--- src/rtl/display_scan_ctrl.sv ---
// display_scan_ctrl: multiplexed 7-segment scanner with frame-synchronous double-buffered digit loads.
// Define LEADING_ZERO_BLANK_EN to blank leading zero digits (digit 0 always shown).
module display_scan_ctrl #(
  parameter int N = 4,
  parameter int DIV = 50000
) (
  input  logic           iClk,
  input  logic           iRst,
  input  logic [4*N-1:0] iDigits,
  input  logic           iLoad,
  input  logic           iEnable,
  output logic [3:0]     oDigit,
  output logic [N-1:0]   oAn,
  output logic           oLoadAck,
  output logic           oFrameDone
);
  localparam int PW = $clog2(DIV);
  localparam int IW = $clog2(N);
  logic [PW-1:0]  presc;
  logic [IW-1:0]  idx;
  logic [4*N-1:0] active, pending;
  logic           pendFlag;
  logic [N-1:0]   anStage;
  logic           tick, wrap, show;
  assign tick = iEnable && presc == PW'(DIV - 1);
  assign wrap = tick && idx == IW'(N - 1);
`ifdef LEADING_ZERO_BLANK_EN
  logic [IW-1:0] hi;
  always_comb begin
    hi = '0;
    for (int i = 1; i < N; i++) hi = active[4*i +: 4] != 4'h0 ? IW'(i) : hi;
  end
  assign show = idx <= hi;
`else
  assign show = 1'b1;
`endif
  always_ff @(posedge iClk) begin
    if (iRst) begin
      presc      <= '0;
      idx        <= '0;
      active     <= '0;
      pending    <= '0;
      pendFlag   <= 1'b0;
      oDigit     <= 4'h0;
      anStage    <= '1;
      oAn        <= '1;
      oLoadAck   <= 1'b0;
      oFrameDone <= 1'b0;
    end else begin
      if (iEnable) begin
        presc <= tick ? '0 : presc + 1'b1;
        if (tick) idx <= wrap ? '0 : idx + 1'b1;
      end
      // a load arriving on the wrapping tick bypasses the pending buffer
      if (wrap) begin
        if (iLoad) active <= iDigits;
        else if (pendFlag) active <= pending;
        pendFlag <= 1'b0;
      end else if (iLoad) begin
        pending  <= iDigits;
        pendFlag <= 1'b1;
      end
      oLoadAck   <= wrap && (iLoad || pendFlag);
      oFrameDone <= wrap;
      oDigit     <= active[{idx, 2'b00} +: 4];
      anStage    <= ~({{(N-1){1'b0}}, iEnable & show} << idx);
      oAn        <= anStage;
    end
  end
endmodule
--- config.mk ---
export PLATFORM = sky130hd
export DESIGN_NAME = display_scan_ctrl
export DESIGN_NICKNAME = d
export VERILOG_FILES = /design/src/rtl/display_scan_ctrl.sv
export SDC_FILE = /design/constraint.sdc
export NUM_CORES = 1
export LEC_CHECK = 0
export CAP_MARGIN = 5
export CORE_MARGIN = 8
export CORE_UTILIZATION = 43
export CTS_BUF_LIST = sky130_fd_sc_hd__clkbuf_2
export DETAILED_ROUTE_END_ITERATION = 6
export PLACE_DENSITY = 0.63
export RECOVER_POWER = 100
export SLEW_MARGIN = 10
export SYNTH_ARGS = -nofsm -noshare
export SYNTH_HDL_FRONTEND = slang
export SYNTH_SLANG_ARGS = --single-unit
--- constraint.sdc ---
create_clock -name iClk -period 1.8 [get_ports iClk]
set_input_delay 0.45 -clock iClk [delete_from_list [all_inputs] [get_ports iClk]]
set_output_delay 0.45 -clock iClk [all_outputs]
set_load 0.02 [all_outputs]
After elaboration in Yosys (flattened, before gate mapping)
Index checks and enable logic that the tools add are counted.
{"block": "word_totals", "register_bits": 65, "inputBits": 20, "elab_cells": 31}
{"block": "op_classes", "addsub": 2, "eq_ne": 2, "n_shift": 2, "muxes": 4, "bitwise_logic": 2, "n_reduce_logical": 9}
{"operator": "$mux W16", "n": 3}
{"operator": "$add A16 B1 Y16 const B", "n": 1}
{"operator": "$eq A16 B16 Y1 const B", "n": 1}
{"operator": "$shiftx A16 B5 Y4", "n": 1}
{"operator": "$reduce_and A2 Y1", "n": 3}
{"operator": "$not A4 Y4", "n": 1}
{"operator": "$shl A1 B2 Y4", "n": 1}
{"operator": "$logic_and A1 B1 Y1", "n": 3}
{"operator": "$add A2 B1 Y2 const B", "n": 1}
{"operator": "$eq A2 B2 Y1 const B", "n": 1}
{"operator": "$mux W2", "n": 1}
{"operator": "$reduce_bool A2 Y1", "n": 1}
{"operator": "$reduce_or A2 Y1", "n": 1}
{"operator": "$logic_or A1 B1 Y1", "n": 1}
{"operator": "$not A1 Y1", "n": 1}

Depth between registers and ports, before layout
{"block": "logic_depth", "ltp_word": 5, "mapped_depth": 7, "ltp_nobuf": 5}

Worst setup path before layout
No wires, ideal clock.
{"block": "synth_timing", "path_type": "register to register", "start": "reg presc[0]", "end": "reg pending[10]", "arrival_ns": 1.598, "required_time_ns": 1.728, "slack_ns": 0.130, "path_stages_with_launch": 7, "n_path_buf": 1, "cell_sequence": "dfxtp_1 ha_1 and3_1 and4b_4 a31oi_4 buf_6 mux2i_1"}
{"block": "synth_via", "elab_chain_cells": 5}
{"item": "from (decl)", "line": "19", "source": "logic [PW-1:0] presc;"}
{"item": "from (signal assigned)", "line": "51", "source": "presc <= tick ? '0 : presc + 1'b1;"}
{"item": "$eq A16 B16 Y1", "line": "25", "source": "assign tick = iEnable && presc == PW'(DIV - 1);"}
{"item": "$logic_and A1 B1 Y1", "line": "25"}
{"item": "$logic_and A1 B1 Y1", "line": "26", "source": "assign wrap = tick && idx == IW'(N - 1);"}
{"item": "$not A1 Y1 (no source line)"}
{"item": "$reduce_and A2 Y1 (no source line)"}
{"item": "to (signal assigned)", "line": "60", "source": "pending <= iDigits;"}
{"item": "to (decl)", "line": "21", "source": "logic [4*N-1:0] active, pending;"}
No other way between the ends.
A chain may end at the register's enable or synchronous reset.

Worst setup path in the final report
{"block": "layout_timing", "start": "reg presc[1]", "end": "reg active[15]"}
{"block": "layout_via", "elab_chain_cells": 4}
{"item": "$eq A16 B16 Y1", "line": "25"}
{"item": "$logic_and A1 B1 Y1", "line": "25"}
{"item": "$logic_and A1 B1 Y1", "line": "26"}
{"item": "$reduce_and A2 Y1 (no source line)"}
{"item": "to (signal assigned)", "line": "56", "source": "if (iLoad) active <= iDigits;"}
{"item": "to (signal assigned)", "line": "57", "source": "else if (pendFlag) active <= pending;"}
{"item": "to (decl)", "line": "21"}
No other way between the ends.

==> impl_metrics.yaml <==
status:
  status: "finished clean"
critical_path:
  arrival_ps: 2090
  crit_path_end_kind: "flip-flop"
  critPathRequiredTime_ps: 2190
  critPathKind: "flip-flop to flip-flop"
  crit_fanout: 18
  ff2ff_setup_slack_ps: 100
  startpoint_type: "flip-flop"
cells_and_area:
  diodes: 0
  syn2layout_area_growth_pct: 22.2
  stdcell_area_um2: 3530
  seqCellArea_um2: 1310
  fillerInstances: 602
  multiInputGateArea_um2: 1510
  nets: 368
  stdcell_count: 431
  drive_gt1_frac: 0.208
synthesis:
  synth_flop_cell: "dfxtp_1"
  yosysSeqAreaShare: 0.450
  mappedNetlistArea_um2: 2890
  synthesis.nets: 328
  synth-xor-area-share: 0.0364
  ys_seq_elements: 65
  synthSimpleGateAreaFrac: 0.234
  synthAdderAreaFrac: 0.00866
  syn-instance-count: 306
  syn_avg_cell_area_um2: 9.45
  synthMuxAreaShare: 0.149
  ys_types: 40
  synth-async-reset-ratio: 0
  yosysWarnings: 0
  synth_compound_area_frac: 0.0753
  synth-edff-count: 0
  synth_top_family_by_area: "simple AND/OR/NAND/NOR gates"
global_route:
  grt_max_degree: 26
  antenna_found_initial: 0
  gr-total-overflow: 0
  grt_pass1_wl_um: 10600
  grt_usage: 0.135
  grt_pass1_vias: 2193
power:
  pwr-share-clk: 0.331
  share_comb_of_total_power: 0.085
  leakagePower_nw: 1.29
  vdd_drop_max_v: 0.000427
  seqPwrFrac: 0.584
  p_switching_uw: 639
  sw_frac_of_total: 0.251
  power_mw: 2.54
  power_density_nw_per_um2: 720
  internal_power_mw: 1.90
cts:
  post_cts_buffers: 0
  cts-htree-levels: 3
  clock_latency_ps: 490
  cts_buffers: 9
  root_buffer: "clkbuf_2"
  cts_tree: "yes"
  clkTransAtPathRegs_ps: 180
  clock-sinks: 65
  cts_hold_buf: 0
  cts_buffer_depth: 2
timing:
  finalClockSkew_ps: 32.0
  worst_pin_slew_ps: 516
  min_period_over_period: 0.944
  post-route-min-period_ps: 1700
  rsz0062_at_grt: "false"
  finalHoldViolCount: 0
  slew_headroom: 0.656
  setup_viol: 0
  finalSetupTns_ps: 0
  slew_viol_final: 0
  fmax_mhz: 589
placed_design:
  gp_congestion: 0.779
  dp_hpwl_um: 4290
  port_buffers: 29
  placed_area_um2: 3370
  dp.cells: 415
routing:
  wl_um: 6290
  dr.pass1.iters: 4
  ant_nets: 0
  drc: 0
  wl_per_cell_um: 14.6
  vias: 2302
  via_per_inst: 5.34
  drt-initial-drc-count: 140
floorplan:
  core_um2: 6640
  die_w_um: 98.0
  io_pins: 30
  dieArea_um2: 9600
  rows: 30
  die_h_um: 98.0
  start_util: 0.435
job:
  maxCapViolCount: 0
hold_path:
  holdCritPathClass: "flip-flop to flip-flop"
==> registers in the layout, indices dropped and copies added (netlist names) <==
signal	count
active	16
pending	16
presc	16
anStage	4
oAn	4
oDigit	4
idx	2
oFrameDone	1
oLoadAck	1
pendFlag	1
==> synthesized netlist by cell type (5+ instances only) <==
cell type,number,share of area
buf_2,6,0.010
nand4_1,8,0.017
nor2_1,16,0.021
clkbuf_1,15,0.019
nor3_1,19,0.033
xnor2_1,5,0.015
a21oi_1,6,0.010
mux2_2,16,0.062
xor2_1,7,0.021
nor4_1,17,0.037
a31oi_1,17,0.037
mux2i_1,16,0.055
nand2_1,41,0.053
dfxtp_1,65,0.45
==> layout by cell type (no fill, tap or decap), drive strengths merged, types with 2 or more instances in the layout <==
| cell type | count |
|---|---|
| or2 | 4 |
| clkdlybuf4s50 | 17 |
| nand4 | 8 |
| nor2 | 16 |
| and3 | 2 |
| a21oi | 6 |
| ha | 2 |
| or4 | 3 |
| dfxtp | 65 |
| nand2 | 41 |
| xnor2 | 5 |
| nor3 | 19 |
| o31ai | 2 |
| dlygate4sd3 | 2 |
| and2 | 4 |
| buf | 19 |
| nand4b | 2 |
| mux2 | 16 |
| a31oi | 18 |
| nand2b | 2 |
| o21ai | 6 |
| dlygate4sd2 | 10 |
| clkbuf | 17 |
| mux4 | 4 |
| clkinv | 4 |
| and4 | 2 |
| inv | 2 |
| mux2i | 16 |
| and4bb | 2 |
| nor4 | 17 |
| xor2 | 7 |
| nand3 | 3 |
==> area by class of cell <==
type | count | share of cell area
Sequential cell | 65 | 0.370
Clock inverter | 6 | 0.0167
Clock buffer | 10 | 0.0142
Timing Repair Buffer | 55 | 0.141
Tap cell | 80 | 0.0283
Inverter | 2 | 0.00213
Multi-Input combinational cell | 213 | 0.427
==> cell families (layout without fill, tap and decap cells) <==
group | Yosys count | count (layout)
and+or+nand+nor | 129 | 129
AOI/OAI and AO/OA | 34 | 34
DFF | 65 | 65
muxes | 36 | 36
adders and majority gates | 2 | 2
xor gates and xnor gates | 12 | 12
buffers and inverters | 28 | 73
==> power by group through the flow <==
stage               Sequential [mW]  Combinational (mW)  Clock (mW)
CTS                            1.48               0.211       0.871
global route                   1.49               0.237       0.932
global placement               1.51               0.208           0
detailed placement             1.51               0.210           0
finish                         1.49               0.216       0.842
floorplan                      1.51               0.118           0
==> worst max-delay path, stage by stage, from the launching register on <==
cell      delay [ps]
dfxtp_4          400
ha_4             140
and3_4           210
nand4b_1         200
buf_6            240
nor4_1           330
nor3_1            80
==> stage by stage <==
step	hold WS [ps]	util	setup WS [ps]
floorplan	389	-	130
global placement	393	0.508	-293
detailed placement	397	0.508	-322
CTS	434	0.522	20.8
global route	441	0.531	0.940
finish	431	0.531	102
==> final timing paths <==
check | from | end | depth (start not counted)
worst max-delay path | presc[1] | active[15] | 6
worst min register to register | anStage[0] | oAn[0] | 1
worst min-delay path | anStage[0] | oAn[0] | 1
worst max register to register | presc[1] | active[15] | 6
==> timing repair <==
item,CTS,global route
setup endpoints to repair,10,23
cloned,0,1
pin swaps,0,2
resized for setup,10,13
==> layer usage <==
metal | vias to the layer above | GRT usage | routed length, um
li1 | 1188 | - | -
met1 | 1051 | 0.177 | 3110
met2 | 53 | 0.198 | 2720
met3 | 10 | 0.0413 | 366
met4 | 0 | 0.0576 | 94
met5 | - | 0 | 0
Power figures use the tool's default switching activity.
